## src/rtl/button_pkg.sv

```systemverilog
// ---------------------------------------------------------------------------
// button_pkg
// Shared constants and types for the push-button conditioning stage.
//   NUM_BTN             : number of button channels
//   DEBOUNCE_CYCLES_DEF : default stability window in synchronized cycles
//   LONG_CYCLES_DEF     : default hold time before the long-press strobe
//   db_state_e          : per-channel filter state
// ---------------------------------------------------------------------------
`timescale 1ns/100ps

package button_pkg;

   localparam int NUM_BTN             = 4;
   localparam int DEBOUNCE_CYCLES_DEF = 16;
   localparam int LONG_CYCLES_DEF     = 64;

   typedef enum logic {
      DB_STABLE  = 1'b0,
      DB_PENDING = 1'b1
   } db_state_e;

endpackage : button_pkg

```

## src/rtl/debounce_ch.sv

```systemverilog
// ---------------------------------------------------------------------------
// debounce_ch
// One button channel: 2-flop synchronizer, stability-counter filter FSM,
// registered press/release strobes and an optional long-press detector.
// Optional feature macro: BUTTON_DEBOUNCE_LONG_PRESS_EN (adds hold counter;
// without it long_pulse is constant 0).
// Ports:
//   clk        in  system clock
//   reset      in  asynchronous, active-high reset
//   btn_raw    in  raw asynchronous button pin
//   level      out debounced level
//   press      out one-cycle strobe in the first cycle level reads 1
//   rls        out one-cycle strobe in the first cycle level reads 0
//   long_pulse out one-cycle strobe LONG_CYCLES cycles after press
// ---------------------------------------------------------------------------
`timescale 1ns/100ps

module debounce_ch
   import button_pkg::*;
#(
   parameter int DEBOUNCE_CYCLES = DEBOUNCE_CYCLES_DEF,
   parameter int LONG_CYCLES     = LONG_CYCLES_DEF
) (
   input  logic clk,
   input  logic reset,
   input  logic btn_raw,
   output logic level,
   output logic press,
   output logic rls,
   output logic long_pulse
);

   localparam int              CNT_W    = $clog2(DEBOUNCE_CYCLES + 1);
   localparam logic [CNT_W-1:0] CNT_LAST = CNT_W'(DEBOUNCE_CYCLES - 1);

   // Elaboration-time guard against illegal configurations.
   if (DEBOUNCE_CYCLES < 2 || LONG_CYCLES < 1) begin : g_param_check
      $error("debounce_ch: DEBOUNCE_CYCLES must be >= 2 and LONG_CYCLES >= 1");
   end

   logic             sync1_q, sync2_q;
   db_state_e        state_q, state_d;
   logic [CNT_W-1:0] cnt_q, cnt_d;
   logic             level_q, level_d;
   logic             press_q, press_d;
   logic             rls_q, rls_d;

   // Filter: the counter only advances while the synchronized sample
   // disagrees with the accepted level, so it can never exceed CNT_LAST.
   always_comb begin
      // NOTE: every output of this block gets a default first so no path
      // leaves a value unassigned, which would infer a latch.
      state_d = state_q;
      cnt_d   = cnt_q;
      level_d = level_q;
      press_d = 1'b0;
      rls_d   = 1'b0;
      case (state_q)
         DB_STABLE: begin
            if (sync2_q != level_q) begin
               state_d = DB_PENDING;
               cnt_d   = cnt_q + 1'b1;
            end
         end
         DB_PENDING: begin
            if (sync2_q == level_q) begin
               // Bounce ended before the window: discard progress.
               state_d = DB_STABLE;
               cnt_d   = '0;
            end else if (cnt_q == CNT_LAST) begin
               state_d = DB_STABLE;
               cnt_d   = '0;
               level_d = ~level_q;
               press_d = ~level_q;
               rls_d   = level_q;
            end else begin
               cnt_d = cnt_q + 1'b1;
            end
         end
         default: begin
            state_d = DB_STABLE;
            cnt_d   = '0;
         end
      endcase
   end

   always_ff @(posedge clk or posedge reset) begin
      if (reset) begin
         sync1_q <= 1'b0;
         sync2_q <= 1'b0;
         state_q <= DB_STABLE;
         cnt_q   <= '0;
         level_q <= 1'b0;
         press_q <= 1'b0;
         rls_q   <= 1'b0;
      end else begin
         // NOTE: non-blocking assignments so every flop samples the values
         // from before this edge, regardless of statement order.
         sync1_q <= btn_raw;
         sync2_q <= sync1_q;
         state_q <= state_d;
         cnt_q   <= cnt_d;
         level_q <= level_d;
         press_q <= press_d;
         rls_q   <= rls_d;
      end
   end

   assign level = level_q;
   assign press = press_q;
   assign rls   = rls_q;

`ifdef BUTTON_DEBOUNCE_LONG_PRESS_EN
   localparam int               HOLD_W   = $clog2(LONG_CYCLES + 1);
   localparam logic [HOLD_W-1:0] HOLD_MAX = HOLD_W'(LONG_CYCLES);

   logic [HOLD_W-1:0] hold_q, hold_d;
   logic              long_q, long_d;

   // Saturating hold counter: the strobe fires only on the transition into
   // HOLD_MAX, so at most once per press.
   always_comb begin
      hold_d = hold_q;
      long_d = 1'b0;
      if (!level_q) begin
         hold_d = '0;
      end else if (hold_q != HOLD_MAX) begin
         hold_d = hold_q + 1'b1;
         long_d = (hold_d == HOLD_MAX);
      end
   end

   always_ff @(posedge clk or posedge reset) begin
      if (reset) begin
         hold_q <= '0;
         long_q <= 1'b0;
      end else begin
         hold_q <= hold_d;
         long_q <= long_d;
      end
   end

   assign long_pulse = long_q;
`else
   assign long_pulse = 1'b0;
`endif

endmodule : debounce_ch

```

## src/rtl/button_debounce.sv

```systemverilog
// ---------------------------------------------------------------------------
// button_debounce
// Conditions the four raw push-button pins into clean levels and one-cycle
// press/release/long-press strobes for the downstream button/LED block.
// Optional feature macro: BUTTON_DEBOUNCE_LONG_PRESS_EN (btn_long is
// constant 0 when undefined; port list is unchanged).
// Ports:
//   clk          in  system clock
//   reset        in  asynchronous, active-high reset
//   BUTTON0..3   in  raw asynchronous buttons, active-high when pressed
//   btn_level    out debounced levels, bit i = BUTTONi
//   btn_press    out one-cycle strobe on each rising btn_level bit
//   btn_release  out one-cycle strobe on each falling btn_level bit
//   btn_long     out one-cycle long-press strobe
// ---------------------------------------------------------------------------
`timescale 1ns/100ps

module button_debounce
   import button_pkg::*;
#(
   parameter int DEBOUNCE_CYCLES = DEBOUNCE_CYCLES_DEF,
   parameter int LONG_CYCLES     = LONG_CYCLES_DEF
) (
   input  logic       clk,
   input  logic       reset,
   input  logic       BUTTON0,
   input  logic       BUTTON1,
   input  logic       BUTTON2,
   input  logic       BUTTON3,
   output logic [3:0] btn_level,
   output logic [3:0] btn_press,
   output logic [3:0] btn_release,
   output logic [3:0] btn_long
);

   logic [NUM_BTN-1:0] btn_raw;

   assign btn_raw = {BUTTON3, BUTTON2, BUTTON1, BUTTON0};

   for (genvar i = 0; i < NUM_BTN; i++) begin : g_ch
      debounce_ch #(
         .DEBOUNCE_CYCLES (DEBOUNCE_CYCLES),
         .LONG_CYCLES     (LONG_CYCLES)
      ) u_ch (
         .clk        (clk),
         .reset      (reset),
         .btn_raw    (btn_raw[i]),
         .level      (btn_level[i]),
         .press      (btn_press[i]),
         .rls        (btn_release[i]),
         .long_pulse (btn_long[i])
      );
   end

endmodule : button_debounce

```

## config.mk

```make
export PLATFORM = sky130hd
export DESIGN_NAME = button_debounce
export DESIGN_NICKNAME = d
export VERILOG_FILES = /design/src/rtl/button_pkg.sv /design/src/rtl/debounce_ch.sv /design/src/rtl/button_debounce.sv
export SDC_FILE = /design/constraint.sdc
export NUM_CORES = 1
export LEC_CHECK = 0
export CELL_PAD_IN_SITES_DETAIL_PLACEMENT = 2
export CELL_PAD_IN_SITES_GLOBAL_PLACEMENT = 2
export CORE_UTILIZATION = 40
export CTS_BUF_LIST = sky130_fd_sc_hd__clkbuf_16
export CTS_CLUSTER_DIAMETER = 40
export CTS_CLUSTER_SIZE = 10
export DETAILED_ROUTE_END_ITERATION = 6
export HOLD_SLACK_MARGIN = 0.02
export PLACE_DENSITY = 0.95
export SYNTH_ARGS = -nofsm -noshare
export SYNTH_HDL_FRONTEND = slang
export SYNTH_SLANG_ARGS = --single-unit
```

## constraint.sdc

```tcl
create_clock -name clk -period 2.3 [get_ports clk]
set_clock_uncertainty 0.15 [all_clocks]
set_input_delay 0.345 -clock clk [delete_from_list [all_inputs] [get_ports clk]]
set_output_delay 0.345 -clock clk [all_outputs]
set_load 0.05 [all_outputs]
```

* Word-level counts from Yosys, hierarchy flattened
Cells that the tools add are included.
** Cells by class
- Eq/ne operators :: 16
- Reduce and logical (&&, ||, !) cells :: 4
- Muxes and demuxes :: 56
- Bitwise logic cells :: 12
- $add $sub $neg :: 4
** Operator list (count)
- $mux 5 :: 12
- $pmux 5 s2 :: 4
- $mux 1 :: 36
- $add 5x1->5 const B :: 4
- $eq 5x4->1 const B :: 4
- $not 1->1 :: 12
- $reduce_and 3->1 :: 4
- $ne 2x1->1 const B :: 4
- $pmux 1 s2 :: 4
- $eq 1x1->1 :: 4
- $ne 1x1->1 :: 4
** Storage, ports and cells
- Bits in registers :: 44
- Output and inout bits :: 16
- Bits of input ports :: 6
- Logic and storage cells :: 120

* Depth between registers and ports, before layout
Gate-level depths: netlist (run 1).
- Word-level depth :: 4
- Mapped depth :: 5
- Gate-level depth less buffers :: 5

* Hierarchy
Synthesis (run 1) repeated with hierarchy kept, for this count alone.
** Unflattened totals
- Cell total of the unflattened synthesis :: 180
- Area, all modules :: 2042.0 sq um
** By module, submodules not included
- debounce_ch :: area each 510.5 sq um, instances 4, cells an instance 45

* Worst setup path before layout (run 1)
No wires, ideal clock.
- Path kind :: reg-to-reg
- Start point :: register g_ch[3].u_ch.cnt_q[0]
- End point :: register g_ch[3].u_ch.cnt_q[4]
- Required time :: 2055 ps
- Slack :: 770 ps
- Stages on the path, launching flop included :: 6
- Data arrival time :: 1285 ps
- Path buffers :: 0
- Path through :: dfrtp_1 > ha_1 > nand3_1 > ha_1 > and2_1 > o31ai_1
** Between the ends
- Cells in the longest elaborated chain, start to end :: 4
- Elaborated cells on any way between the ends :: 6
- Classes of those cells :: 1 x add/sub; 1 x eq/ne; 4 x mux
** Ends and longest elaborated chain
- from (decl) :: RTL line debounce_ch.sv:43 : logic [CNT_W-1:0] cnt_q, cnt_d;
- from (signal assigned) :: RTL line debounce_ch.sv:102 : cnt_q <= cnt_d;
- $add 5x1->5 or $eq 5x4->1 (tied branches) :: RTL line debounce_ch.sv:62, debounce_ch.sv:77, debounce_ch.sv:70
- $mux 5 :: RTL line debounce_ch.sv:70 : end else if (cnt_q == CNT_LAST) begin
- $mux 5 :: RTL line debounce_ch.sv:66 : if (sync2_q == level_q) begin
- $pmux 5 s2 * :: RTL line debounce_ch.sv:58 : case (state_q)
Mark *: on every way between the ends. The rest lies on a longest branch, timed or not. The select of a mux whose other input is x is not followed.
A chain may end at the register's enable or synchronous reset.

* Worst setup path in the final report (run 1)
- Start point :: register g_ch[3].u_ch.level_q
- End point :: output btn_level[3]
** RTL lines
- from (decl) :: RTL line debounce_ch.sv:44 : logic level_q, level_d;
- from (signal assigned) :: RTL line debounce_ch.sv:103 : level_q <= level_d;
- to (decl) :: RTL line button_debounce.sv:30 : output logic [3:0] btn_level,
No word-level cell between the ends.

==> impl_metrics.csv, run 1 <==
group,metric,value,unit
critical_path,worstSetupEndpointType,"output port",
logic_synthesis,synth_edf_count,0,
detailed_routing,wl_met2,2250,um
cells_and_area,fillers,508,
logic_synthesis,synth_mux_area_share,4.37,%
detailed_routing,dr.pass1.iters,3,
global_route,grt_pass1_vias,1496,
placed_design,io_buffers,17,
sta,tns,0,ns
critical_path,crit_type,"reg2out",
placed_design,routabilityCongestion,0.773,
logic_synthesis,synth_cell_types,31,
cells_and_area,area_delta_synth_final,15.8,%
logic_synthesis,synth_compound_area_share,7.64,%
sta,slew_headroom,62.4,%
die,die_h,73.3,um
sta,rsz0062_at_grt,"no",
critical_path,crit_family,"buffers and inverters",
detailed_routing,routedWlPerCell,16.7,um
sta,setup_ws,0.188,ns
global_route,antenna_found_initial,0,
logic_synthesis,synth_top_family_by_area,"simple AND/OR/NAND/NOR gates",
logic_synthesis,ys_ff_latch,44,
critical_path,cp_data_required_time,1.80,ns
cells_and_area,final_nets,201,
global_route,grt_overflow,0,
placed_design,dp.cells,247,
sta,worst_pin_slew,0.560,ns
critical_path,critPathArrivalTime,1.62,ns
detailed_routing,ant_nets,0,
die,num_io_pins,22,
cts,ctsHoldBuffers,0,
die,core,4820,sq um
logic_synthesis,ys_async_sr_fraction,100,%
critical_path,path_buf_inv,1,
sta,min_period_over_period,91.8,%
placed_design,dp_hpwl,2990,um
detailed_routing,vias_per_cell,5.10,
job,cap_violations,0,
critical_path,critPathSlowestCell,"clkdlybuf4s50_1",
die,rows,25,
logic_synthesis,ys_warn_count,0,
cts,clkTransAtPathRegs,0.06,ns
logic_synthesis,synthXorXnorAreaFrac,5.36,%
global_route,grtUsageTotal,18.7,%
logic_synthesis,synth.most_common_cell,"dfrtp_1",
cts,ctsLongestPathBuffers,2,
run_status,status,"finished clean",
sta,period_minus_slack,2.11,ns
cells_and_area,antenna_cells,0,
cts,clk_latency,0.29,ns
detailed_routing,dr.max_layer_used,"met4",
logic_synthesis,syn-mean-instance-area,11.6,sq um
detailed_routing,drtIter0Drc,40,
cts,cts_buffers,5,
detailed_routing,remaining_drc_errors,0,
cts,post_cts_buffers,0,
critical_path,crit_fanout,6,
sta,max_freq,473,MHz
critical_path,path_cells,"clkdlybuf4s50_1",
sta,final_max_slew_viol_count,0,
global_route,grt_max_degree,45,
cts,cts-resized-gates,0,
detailed_routing,num_vias,1300,
critical_path,start_kind,"flip-flop",
cells_and_area,stdcell_count,255,
placed_design,dp_slack,0.491,ns
global_route,grt_pass1_wl,7340,um
cts,cts.sinks,44,
logic_synthesis,yosysTopAreaCell,"dfrtp_1",
cells_and_area,drive_gt1_share,6.91,%
logic_synthesis,syn_area,2030,sq um
sta,setup_viol,0,
cts,htreeDepth,2,
worst_hold_path,hold_class,"reg2reg",
logic_synthesis,seq_area_frac_synth,54.2,%
die,die_area,5370,sq um
power,power_leakage,1.05,nW
detailed_routing,wl_met1,1830,um
critical_path,critPathMaxStageDelay,0.86,ns
detailed_routing,route.met3.wl,104,um
logic_synthesis,syn_inst,175,
detailed_routing,totalWireLength,4250,um
die,initial_core_util,42.2,%
sta,hold_viol,0,
logic_synthesis,synth.area.top_cells,"dfrtp_1, buf_4, ha_1, mux2_1, nand3_1",
die,fp.dieW,73.3,um
logic_synthesis,synth-simple-area-share,15.8,%
logic_synthesis,synthAdderAreaFrac,4.93,%
logic_synthesis,synth_top_area_share,54.2,%
logic_synthesis,synthFlopType,"dfrtp_1",
logic_synthesis,synthTopCellsByCount,"dfrtp_1, buf_4, nand3_1, nor2_1, inv_1",
cts,cts_tree,"done",
cts,root_buffer,"clkbuf_16",
power,p_per_area,820,nW/um^2
power,vdd_drop_max,0.000367,V
-- metrics by stage --
stage	instance area [sq um]	utilization (%)	power, mW	hold slack [ns]
finish	2350	48.8	1.93	0.202
global route	2350	48.8	2.01	0.219
CTS	2350	48.8	1.96	0.205
detailed placement	2180	45.4	1.13	0.187
global placement	2180	45.4	1.09	0.189
floorplan	2040	-	1.06	0.181
-- kinds of logic (layout without fill, tap and decap cells) --
| family | Yosys count | in the layout |
|---|---|---|
| AND/OR/NAND/NOR | 58 | 58 |
| buffers and inverters | 25 | 35 |
| AO/OA/AOI/OAI | 22 | 22 |
| adder cells (fa/ha/maj) | 8 | 8 |
| other | 1 | 4 |
| flip-flops | 44 | 44 |
| XOR/XNOR | 9 | 9 |
| multiplexers | 8 | 8 |
-- power breakdown --
part	switching (mW)	leakage (nW)	internal, mW	total [mW]
Clock	0.299	0.0798	0.510	0.809
Sequential	0.0699	0.568	0.840	0.909
Combinational	0.124	0.398	0.0878	0.211
-- layout make-up --
type                    instances  area (sq um)  share of cell area, %
multi-input cells             109           788                   33.5
well taps                      67          83.8                   3.56
flip-flops and latches         44          1100                   46.8
clock inverters                 3          42.5                   1.81
inverters                       9          33.8                   1.44
clock buffers                   5           125                   5.32
repair buffers                 18           178                   7.55
-- metal layers --
layer	vias up	global-route usage [%]
met1	668	22.2
met3	6	4.53
li1	609	-
met4	0	7.19
met2	17	32.4
met5	-	0
-- registers in the layout, summed over array words and instances, names as in the netlist --
name and flops:
g_ch.u_ch.cnt_q 20, g_ch.u_ch.level 4, g_ch.u_ch.press 4, g_ch.u_ch.rls 4
g_ch.u_ch.state_q 4, g_ch.u_ch.sync1_q 4, g_ch.u_ch.sync2_q 4
-- placed cells by master, fill, tap and decap left out, types with 2 or more instances in the layout --
cell,count
mux2_1,7
inv_1,9
o32ai_1,3
xor2_2,4
o21ai_1,7
nor2_1,14
clkbuf_16,5
xnor2_1,2
dfrtp_1,44
o2bb2ai_1,3
clkdlybuf4s50_1,17
nand3b_1,2
xor2_1,3
nand2b_1,6
and3b_1,3
conb_1,4
nor4b_1,3
nand3_1,14
o31ai_1,4
nand2_1,5
nor3b_1,3
and2_1,4
o22ai_1,2
ha_1,8
-- final timing paths --
path / startpoint / endpoint / slack, ns / cells after the start
max: g_ch[3].u_ch.level / btn_level[3] / 0.19 / 1
min: g_ch[2].u_ch.sync1_q / g_ch[2].u_ch.sync2_q / 0.20 / 0
min in group asynchronous: reset / g_ch[2].u_ch.sync2_q / 0.36 / 3
max reg2reg: g_ch[3].u_ch.cnt_q[0] / g_ch[3].u_ch.level / 0.57 / 4
max in group asynchronous: reset / g_ch[0].u_ch.cnt_q[0] / 1.27 / 3
min reg2reg: g_ch[2].u_ch.sync1_q / g_ch[2].u_ch.sync2_q / 0.20 / 0
Note: power is estimated with default switching activity, not from simulation.
==> run 2, diff against run 1 <==
Settings changed: GPL_TIMING_DRIVEN set to 0, SKIP_LAST_GASP set to 1.
==> impl_metrics.csv, run 2 (same netlist as run 1, synthesis figures left out) <==
group,metric,value,unit
critical_path,worstSetupEndpointType,"output port",
detailed_routing,drtIter0Drc,37,
die,die_area,5370,sq um
cells_and_area,regMostFlops,"g_ch.u_ch.cnt_q",
cells_and_area,area_delta_synth_final,20.9,%
placed_design,dp_slack,0.402,ns
critical_path,path_cells,"buf_4 > clkdlybuf4s50_1",
cts,root_buffer,"clkbuf_16",
die,fp.dieW,73.3,um
power,p_per_area,742,nW/um^2
cts,ctsHoldBuffers,0,
sta,setup_viol,0,
power,vdd_drop_max,0.000416,V
cts,ctsLongestPathBuffers,2,
sta,hold_ws,0.159,ns
cts,post_cts_buffers,0,
die,rows,25,
die,core,4820,sq um
critical_path,crit_family,"buffers and inverters",
detailed_routing,dr.pass1.iters,4,
placed_design,routabilityCongestion,0.719,
cts,clkTransAtPathRegs,0.06,ns
power,seqPwrFrac,50.1,%
sta,rsz0062_at_grt,"no",
cells_and_area,final_nets,217,
cells_and_area,post-route-util,51.0,%
critical_path,rr_worst_depth,5,
critical_path,crit_fanout,6,
cts,cts-resized-gates,0,
global_route,grt_max_degree,35,
global_route,grt_pass1_wl,7950,um
sta,worst_pin_slew,0.529,ns
power,swShare,27.0,%
global_route,antenna_found_initial,0,
placed_design,dp_hpwl,3440,um
cells_and_area,largest_reg_flops,20,
detailed_routing,vias_per_cell,5.05,
critical_path,crit_type,"reg2out",
critical_path,critPathSlowestCell,"clkdlybuf4s50_1",
sta,final_max_slew_viol_count,0,
critical_path,start_kind,"flip-flop",
detailed_routing,ant_nets,0,
cts,clk_latency,0.28,ns
cts,cts.sinks,44,
detailed_routing,num_vias,1369,
power,power_leakage,1.13,nW
global_route,grtUsageTotal,20.6,%
sta,slew_headroom,64.5,%
cells_and_area,antenna_cells,0,
die,initial_core_util,42.2,%
detailed_routing,routedWlPerCell,17.6,um
power,p_comb_share,12.4,%
power,pwr-share-clk,37.5,%
die,die_h,73.3,um
cts,cts_tree,"done",
worst_hold_path,hold_class,"in2async",
power,intPower,1.33,mW
placed_design,io_buffers,17,
cells_and_area,final_common_cell,"dfrtp_1",
run_status,status,"finished clean",
sta,period_minus_slack,2.20,ns
cts,cts_buffers,5,
job,cap_violations,0,
sta,setup_ws,0.104,ns
global_route,grt_pass1_vias,1557,
sta,hold_viol,0,
cells_and_area,drive_gt1_share,14.2,%
power,p_sw,0.492,mW
sta,min_period_over_period,95.5,%
critical_path,path_depth,2,
detailed_routing,totalWireLength,4760,um
global_route,grt_overflow,0,
critical_path,path_buf_inv,2,
die,num_io_pins,22,
critical_path,critPathMaxStageDelay,0.79,ns
sta,tns,0,ns
critical_path,critPathArrivalTime,1.70,ns
cells_and_area,final_cell_mix,"dfrtp_1, clkdlybuf4s50_1, buf_4",
cts,htreeDepth,2,
sta,max_freq,455,MHz
critical_path,cp_data_required_time,1.80,ns
detailed_routing,remaining_drc_errors,0,
## run 2: cell types whose count changed in the layout (fill, tap and decap cells not counted)
cell        previous run  this run
bufinv_16              1         0
buf_12                 0         1
clkinv_1               0         1
inv_2                  0         1
clkinvlp_4             1         0
buf_4                  1        16
clkinv_2               1         2
inv_1                  9         8
## run 2: final cells by class
type / instances / area (sq um)
plain buffers: 16 / 120
clock inverters: 3 / 13.8
well taps: 67 / 83.8
clock buffers: 5 / 125
flip-flops and latches: 44 / 1100
fillers: 504 / 2360
repair buffers: 18 / 190
multi-input cells: 109 / 788
inverters: 9 / 33.8
## run 2: worst paths after layout
path                       slack (ns)             startpoint               endpoint
max                              0.10     g_ch[3].u_ch.level           btn_level[3]
min                              0.16                  reset   g_ch[2].u_ch.sync1_q
max reg2reg                      0.51  g_ch[3].u_ch.cnt_q[0]  g_ch[3].u_ch.cnt_q[4]
min reg2reg                      0.21   g_ch[2].u_ch.sync1_q   g_ch[2].u_ch.sync2_q
max in group asynchronous        1.38                  reset       g_ch[1].u_ch.rls
min in group clk                 0.21   g_ch[2].u_ch.sync1_q   g_ch[2].u_ch.sync2_q
## run 2: metrics by stage
step | total power, mW | instance area [sq um] | std cells
floorplan | 1.06 | 2040 | 178
global placement | 1.11 | 2300 | 262
global route | 1.91 | 2460 | 271
CTS | 1.84 | 2460 | 271
finish | 1.82 | 2460 | 271
detailed placement | 1.15 | 2320 | 263
## run 2: metal layers
layer  global-route usage [%]  share of wire, %  up-vias
li1                         -                 -      637
met5                        0                 0        -
met1                     24.6                43      703
met2                     35.4                53       21
met3                     4.94               2.4        8
met4                     8.50               1.9        0
## run 2: worst register-to-register path: cells and delay by family, from the launching register on
kind            cells  cell delay (ns)
flops               1             0.40
simple gates        2             0.33
compound gates      1             0.24
fa+ha+maj           2             0.57
## run 2: power groups by stage
stage               clock network (mW)  logic (mW)  registers (mW)
floorplan                            0       0.162           0.901
finish                           0.684       0.227           0.912
global route                     0.729       0.256           0.921
CTS                              0.700       0.233           0.912
detailed placement                   0       0.224           0.925
global placement                     0       0.193           0.916
